===== src/rtl/buzz_drv.sv =====
// buzz_drv: differential piezo driver for the obstacle alarm cadence and the
// optional station-arrival chirp.
//
// Build option: define BUZZ_CHIRP_EN to include the CHIRP state and the
// handling of the arrive pulse. Without it the block sounds only the alarm
// cadence and arrive is ignored.
//
// state   | meaning
// --------+------------------------------------------------------------
// IDLE    | silent, buzz = buzz_n = 0 (no DC across the piezo)
// ALM_ON  | alarm cadence, tone sounding for ON_CYC cycles
// ALM_OFF | alarm cadence, silent gap for OFF_CYC cycles
// CHIRP   | arrival chirp, tone sounding for CHIRP_CYC cycles
module buzz_drv #(
    parameter int TONE_DIV  = 12500,
    parameter int ON_CYC    = 12500000,
    parameter int OFF_CYC   = 12500000,
    parameter int CHIRP_CYC = 5000000
) (
    input  logic clk,
    input  logic rst,
    input  logic in_transit,
    input  logic OK2Move,
    input  logic arrive,
    output logic buzz,
    output logic buzz_n,
    output logic busy
);

    // Shared cadence/chirp counter is sized for the longest interval it times.
    localparam int MAX_AO = (ON_CYC > OFF_CYC) ? ON_CYC : OFF_CYC;
`ifdef BUZZ_CHIRP_EN
    localparam int MAX_CYC = (CHIRP_CYC > MAX_AO) ? CHIRP_CYC : MAX_AO;
`else
    localparam int MAX_CYC = MAX_AO;
`endif
    localparam int CW = (MAX_CYC > 2) ? $clog2(MAX_CYC) : 1;
    localparam int TW = (TONE_DIV > 2) ? $clog2(TONE_DIV) : 1;

    localparam logic [CW-1:0] ON_TC   = CW'(ON_CYC - 1);
    localparam logic [CW-1:0] OFF_TC  = CW'(OFF_CYC - 1);
    localparam logic [CW-1:0] CNT_MAX = {CW{1'b1}};
    localparam logic [TW-1:0] TONE_TC = TW'(TONE_DIV - 1);

    localparam logic [1:0] IDLE    = 2'd0;
    localparam logic [1:0] ALM_ON  = 2'd1;
    localparam logic [1:0] ALM_OFF = 2'd2;
`ifdef BUZZ_CHIRP_EN
    localparam logic [1:0]    CHIRP    = 2'd3;
    localparam logic [CW-1:0] CHIRP_TC = CW'(CHIRP_CYC - 1);
`else
    localparam int unused_chirp_cyc = CHIRP_CYC;
    logic unused_arrive;
    assign unused_arrive = arrive;
`endif

    logic [1:0]    state, state_nxt;
    logic [CW-1:0] cnt, cnt_nxt;
    logic [TW-1:0] tcnt, tcnt_nxt;
    logic          phase, phase_nxt;
    logic          alarm;
    logic          restart;
    logic          sounding_nxt;
    logic          enter_sound;

    assign alarm = in_transit & ~OK2Move;

    // Next-state decode; alarm always outranks the chirp and the timers.
    always_comb begin
        state_nxt = state;
        restart   = 1'b0;
        case (state)
            IDLE: begin
                if (alarm) begin
                    state_nxt = ALM_ON;
                end
`ifdef BUZZ_CHIRP_EN
                else if (arrive) begin
                    state_nxt = CHIRP;
                end
`endif
            end
            ALM_ON: begin
                if (!alarm) begin
                    state_nxt = IDLE;
                end else if (cnt == ON_TC) begin
                    state_nxt = ALM_OFF;
                end
            end
            ALM_OFF: begin
                if (!alarm) begin
                    state_nxt = IDLE;
                end else if (cnt == OFF_TC) begin
                    state_nxt = ALM_ON;
                end
            end
`ifdef BUZZ_CHIRP_EN
            CHIRP: begin
                if (alarm) begin
                    state_nxt = ALM_ON;
                end else if (arrive) begin
                    // A fresh arrival extends the chirp; tone phase runs on.
                    restart = 1'b1;
                end else if (cnt == CHIRP_TC) begin
                    state_nxt = IDLE;
                end
            end
`endif
            default: state_nxt = IDLE;
        endcase
    end

    // Interval counter: cleared on any state change or chirp restart, saturates otherwise.
    always_comb begin
        cnt_nxt = cnt;
        if ((state_nxt != state) || restart || (state == IDLE)) begin
            cnt_nxt = '0;
        end else if (cnt != CNT_MAX) begin
            cnt_nxt = cnt + 1'b1;
        end
    end

    // Tone generator: starts each sounding interval with a full high half-period.
    always_comb begin
`ifdef BUZZ_CHIRP_EN
        sounding_nxt = (state_nxt == ALM_ON) || (state_nxt == CHIRP);
`else
        sounding_nxt = (state_nxt == ALM_ON);
`endif
        enter_sound = sounding_nxt && (state_nxt != state);
        tcnt_nxt    = tcnt;
        phase_nxt   = phase;
        if (!sounding_nxt) begin
            tcnt_nxt  = '0;
            phase_nxt = 1'b0;
        end else if (enter_sound) begin
            tcnt_nxt  = '0;
            phase_nxt = 1'b1;
        end else if (tcnt == TONE_TC) begin
            tcnt_nxt  = '0;
            phase_nxt = ~phase;
        end else begin
            tcnt_nxt = tcnt + 1'b1;
        end
    end

    // State, counters and registered drive; outputs follow the next state so
    // a sampled request shows on the pins right after that same edge.
    always_ff @(posedge clk or posedge rst) begin
        if (rst) begin
            state  <= IDLE;
            cnt    <= '0;
            tcnt   <= '0;
            phase  <= 1'b0;
            buzz   <= 1'b0;
            buzz_n <= 1'b0;
            busy   <= 1'b0;
        end else begin
            state  <= state_nxt;
            cnt    <= cnt_nxt;
            tcnt   <= tcnt_nxt;
            phase  <= phase_nxt;
            buzz   <= sounding_nxt & phase_nxt;
            buzz_n <= sounding_nxt & ~phase_nxt;
            busy   <= (state_nxt != IDLE);
        end
    end

endmodule


===== config.mk =====
export PLATFORM = sky130hd
export DESIGN_NAME = buzz_drv
export DESIGN_NICKNAME = d
export VERILOG_FILES = /design/src/rtl/buzz_drv.sv
export SDC_FILE = /design/constraint.sdc
export NUM_CORES = 1
export LEC_CHECK = 0
export ABC_AREA = 1
export CORE_MARGIN = 5
export CORE_UTILIZATION = 30
export CTS_BUF_LIST = sky130_fd_sc_hd__clkbuf_16
export DETAILED_ROUTE_END_ITERATION = 7
export HOLD_SLACK_MARGIN = 0.03
export PLACE_DENSITY = 0.47
export REMOVE_ABC_BUFFERS = 1
export SYNTH_ARGS = -nofsm -noshare
export SYNTH_HDL_FRONTEND = slang
export SYNTH_SLANG_ARGS = --single-unit

===== constraint.sdc =====
create_clock -name clk -period 2.55 [get_ports clk]
set_input_delay 0.765 -clock clk [delete_from_list [all_inputs] [get_ports clk]]
set_output_delay 0.765 -clock clk [all_outputs]
set_load 0.02 [all_outputs]

==> impl_metrics.toml, run 1 <==
[synthesis]
synthCells = 367
synth_area_mm2 = 0.00261
ys_seq_elements = 43
synth.area.top_cells = "dfrtp_1 41%, nand2_1 17%, nor2_1 8.6%"
ys_seq_area_frac = 0.412
ys_warn_count = 0
synth_area_per_cell_um2 = 7.11
synth_top_cell_by_area = "dfrtp_1"
synth_top_area_frac = 0.412
ys_types = 31

[cts]
cts_buffers = 5
clockBufferDepth = 2
post_cts_resized = 0
cts.sinks = 43
root_buffer = "clkbuf_16"
insertion_delay_ps = 280
postCtsSetupRepairBufs = 0
cts_tree = "done"
clk_pin_slew_worst_paths_ps = 70
htree_levels = 2
ctsHoldBuffers = 0

[drt]
drtAntennaViolNets = 0
dr_total_vias = 2338
viasPerCell = 4.77
wirelength_um = 6290
drc = 0
avgRoutedWirePerCell_um = 12.8
first_iter_violations = 83
firstDrtPassIters = 5

[placed_design]
gp_congestion = 0.849
dpl.hpwl_um = 4740
detailedPlace.worstSlack_ps = 193
portBuffers = 6

[grt]
overflow = 0
grt_antenna_before_repair = 0
grt_pass1_vias = 2313
grt_max_degree = 20
grt.total_usage = 0.129
grt_pass1_wl_um = 10800

[worst_setup_path]
crit_arrival_ps = 2260
slowest_delay_ps = 450
r2r_slack_ps = 660
reg2reg_depth = 9
path_max_fanout = 13
r2r-end = "cnt[22]"
r2r-start = "cnt[0]"
cp.required_ps = 2760
crit_end = "cnt[12]"
cp_slowest_cell = "clkdlybuf4s50_1"
setup.worst_path.start = "in_transit"
critPathLaunchType = "input pin"
end_kind = "flop"
crit_type = "in -> reg"
crit_chain = "clkdlybuf4s50_1 -> inv_1 -> or2_2 -> a21oi_2 -> nand2_4 -> inv_2 -> o21ai_0 -> nor2_1"

[sta]
skew_ps = 4.14
finalHoldViolCount = 0
slew_violations = 0
worst-slew-pin-transition_ps = 507
fin_ws_ps = 498
finalSetupViolations = 0
fmax_mhz = 487
rsz0062_at_grt = "no"
tns_ps = 0
period_minus_slack_ps = 2050
relSlewSlack = 0.661
fin_crit_sh = 0.805

[floorplan]
die-area_mm2 = 0.0107
die_w_um = 103
io_pins = 8
core-area_mm2 = 0.00859
placementRows = 34
start_util = 0.304
fp.dieH_um = 103

[cells_and_area]
area_growth_pct = 14.2
seq_area_mm2 = 0.00108
drive_above_1_share = 0.0995
fillers = 913
finalNetCount = 388
mostFrequentLayoutCells = "115 x nand2_1, 60 x nor2_1, 43 x dfrtp_1"
multi_input_area_mm2 = 0.00135
final_core_util = 0.347
n_antenna_cell = 0
final_common_cell = "nand2_1"

[power]
power_leakage_nw = 1.34
peakVddDrop_v = 0.000282
seqPwrFrac = 0.468
p_comb_frac = 0.030
power_mw = 1.47
clock_power_share = 0.502
power.density_mw_per_mm2 = 494
swShare = 0.210
internal_power_mw = 1.16
power.switching_uw = 310

[hold_path]
min_path_type = "reg -> reg"
hp-start = "tcnt[0]"

[run]
drv_cap = 0

[outcome]
status = "finished clean"
flip-flops by register name, summed over array words and instances (netlist names):
signal / count
cnt: 24
tcnt: 14
state: 2
busy: 1
buzz: 1
buzz_n: 1
routing by layer:
layer	part of all wire	global-route usage
met5	0	0
met4	0.013	0.0388
met3	0.023	0.0228
met2	0.49	0.225
met1	0.47	0.162
power by group through the flow:
stage	Sequential, mW	Combinational [mW]	Clock [mW]
floorplan	0.704	0.0220	0
global placement	0.702	0.0460	0
detailed placement	0.702	0.0465	0
CTS	0.689	0.0468	0.756
global route	0.689	0.0510	0.783
finish	0.689	0.0444	0.739
cell families (layout without fill, tap and decap cells):
| group | after synthesis | in the layout | share of synthesized area |
|---|---|---|---|
| AOI/OAI and AO/OA | 21 | 21 | 0.0455 |
| xor gates and xnor gates | 17 | 17 | 0.0570 |
| adders and majority gates | 2 | 2 | 0.00959 |
| buffers and inverters | 46 | 61 | 0.0709 |
| DFF | 43 | 43 | 0.412 |
| and+or+nand+nor | 238 | 238 | 0.405 |
cells in the mapped netlist (all sizes together):
| cell | number |
|---|---|
| a21oi | 16 |
| buf | 3 |
| dfrtp | 43 |
| ha | 2 |
| inv | 43 |
| nand2 | 119 |
| nand3 | 29 |
| nand3b | 3 |
| nand4 | 5 |
| nor2 | 64 |
| nor3 | 12 |
| nor4 | 2 |
| o21ai | 4 |
| o21bai | 1 |
| or2 | 4 |
| xnor2 | 5 |
| xor2 | 12 |
area by class of cell:
type	instances	share of cell area
clock buffers	5	0.0420
well taps	108	0.0453
flip-flops and latches	43	0.361
inverters	43	0.0542
repair buffers	10	0.0302
multi-input cells	278	0.453
clock inverters	3	0.0147
worst min-delay path by stage:
stage                   end  slack [ps]  depth (start not counted)
CTS                    busy         490                          1
global route           busy         500                          1
detailed placement     busy         480                          1
finish              tcnt[0]         500                          1
floorplan              busy         460                          1
global placement       busy         480                          1
through the flow:
| stage | cell area (um2) | hold WS [ps] | std cells |
|---|---|---|---|
| 2_1_floorplan | 2590 | 459 | 364 |
| 3_3_place_gp | 2810 | 482 | 482 |
| 3_5_place_dp | 2810 | 482 | 482 |
| 4_1_cts | 2980 | 492 | 490 |
| 5_1_grt | 2980 | 501 | 490 |
| 6_report | 2980 | 495 | 490 |
critical path, delay by kind of cell:
kind	cells	cell delay [ps]
compound gates	2	300
buf+inv	3	700
simple gates	3	490
Power figures use the tool's default switching activity.
==> run 2: changes to the inputs <==
==> constraint.sdc (replaced) <==
create_clock -name clk -period 2 [get_ports clk]
set_input_delay 0.6 -clock clk [delete_from_list [all_inputs] [get_ports clk]]
set_output_delay 0.6 -clock clk [all_outputs]
set_load 0.02 [all_outputs]
==> run 2 against run 1 <==
Clock-buffer cell count is the same. Non-clock buffer count grew 5. Power grew 36%. Sequential share of layout area shrank 1.0 points. Sequential power grew 28%. Final cell count grew 1.0%. Global-route usage grew 0.056 points.
==> impl_metrics.toml, run 2 (synthesis results as in run 1) <==
[cells_and_area]
finalNetCount = 393
reg_top3 = "cnt (24), tcnt (14), state (2)"
multi_input_area_mm2 = 0.00135
final_common_cell = "nand2_1"
fillers = 935
drive_above_1_share = 0.111
mostFrequentLayoutCells = "115 x nand2_1, 60 x nor2_1, 43 x dfrtp_1"
largest_reg_flops = 24
seq_area_mm2 = 0.00108
instances_no_fill = 495
top_register = "cnt"
final_area_mm2 = 0.00307
area_growth_pct = 17.5
n_antenna_cell = 0

[drt]
first_iter_violations = 90
drc = 0
drtAntennaViolNets = 0
top_layer = "met4"
viasPerCell = 4.57
dr_total_vias = 2263
firstDrtPassIters = 4
wl_met2_um = 3110
routed-wl-met3_um = 148
wirelength_um = 6110
wl_met1_um = 2770
avgRoutedWirePerCell_um = 12.3

[placed_design]
placed_area_mm2 = 0.00287
detailedPlace.worstSlack_ps = -193
placed_cells = 487
dpl.hpwl_um = 4740
gp_congestion = 0.874
portBuffers = 6

[floorplan]
io_pins = 8
fp.dieH_um = 103
die_w_um = 103
die-area_mm2 = 0.0107
start_util = 0.304
core-area_mm2 = 0.00859
placementRows = 34

[sta]
fin_ws_ps = 121
fmax_mhz = 532
finalHoldViolCount = 0
finalSetupViolations = 0
fin_crit_sh = 0.939
rsz0062_at_grt = "no"
relSlewSlack = 0.776
period_minus_slack_ps = 1880
worst-slew-pin-transition_ps = 335
skew_ps = 7.39
slew_violations = 0

[worst_setup_path]
path_depth = 1
crit_arrival_ps = 1280
crit_end = "buzz"
reg2reg_depth = 8
path_max_fanout = 3
setup.worst_path.start = "buzz"
critPathLaunchType = "flop"
critical-path-top-delay-family = "buffers and inverters"
crit_chain = "clkdlybuf4s50_1"
slowest_delay_ps = 610
cp_slowest_cell = "clkdlybuf4s50_1"
end_kind = "primary output"
r2r_slack_ps = 230
r2r-end = "cnt[4]"
crit_buf_inv = 1
cp.required_ps = 1400
crit_type = "reg -> out"
r2r-start = "cnt[0]"

[run]
drv_cap = 0

[grt]
grt_pass1_wl_um = 10800
grt_max_degree = 18
overflow = 0
grt.total_usage = 0.129
grt_antenna_before_repair = 0
grt_pass1_vias = 2307

[hold_path]
min_path_type = "reg -> reg"

[cts]
postCtsSetupRepairBufs = 0
htree_levels = 2
cts_tree = "done"
insertion_delay_ps = 290
clk_pin_slew_worst_paths_ps = 70
cts.sinks = 43
clockBufferDepth = 2
cts_buffers = 5
ctsHoldBuffers = 0
root_buffer = "clkbuf_16"

[power]
power_leakage_nw = 1.38
peakVddDrop_v = 0.000475
power_mw = 2.01
power.density_mw_per_mm2 = 655

[outcome]
status = "finished clean"
## run 2: metrics by stage
stage | util | hold WS (ps) | TNS (ps)
3_5_place_dp | 0.334 | 478 | -1940
2_1_floorplan | - | 459 | 0
3_3_place_gp | 0.334 | 485 | -1430
4_1_cts | 0.357 | 490 | 0
5_1_grt | 0.357 | 516 | 0
6_report | 0.357 | 487 | 0
## run 2: metal layers
metal,vias to the layer above,track usage
li1,1185,-
met1,1048,0.155
met2,23,0.234
met3,7,0.0241
met4,0,0.0378
met5,-,0
## run 2: how the worst min path moves through the flow
stage            to  depth (start not counted)     start
2_1_floorplan  busy                          1  state[1]
3_3_place_gp   busy                          1  state[1]
3_5_place_dp   busy                          1  state[1]
4_1_cts        busy                          1  state[1]
5_1_grt        busy                          1  state[1]
6_report       busy                          1  state[1]
## run 2: layout make-up
type | instances | area share
Inverter | 43 | 0.0530
Sequential cell | 43 | 0.351
Clock buffer | 5 | 0.0408
Multi-Input combinational cell | 278 | 0.440
Timing Repair Buffer | 15 | 0.0498
Clock inverter | 3 | 0.0220
Tap cell | 108 | 0.0440
## run 2: repair_timing
| action | CTS | global route |
|---|---|---|
| setup endpoints to repair | 0 | 1 |
| hold endpoints to repair | 0 | 0 |
| gates resized for setup | 0 | 1 |
## run 2: power by group
part	leakage, nW	switching, mW	total, mW	internal [mW]
registers	0.597	0.00451	0.879	0.874
clock network	0.0900	0.352	1.07	0.716
logic	0.693	0.0381	0.0628	0.0247
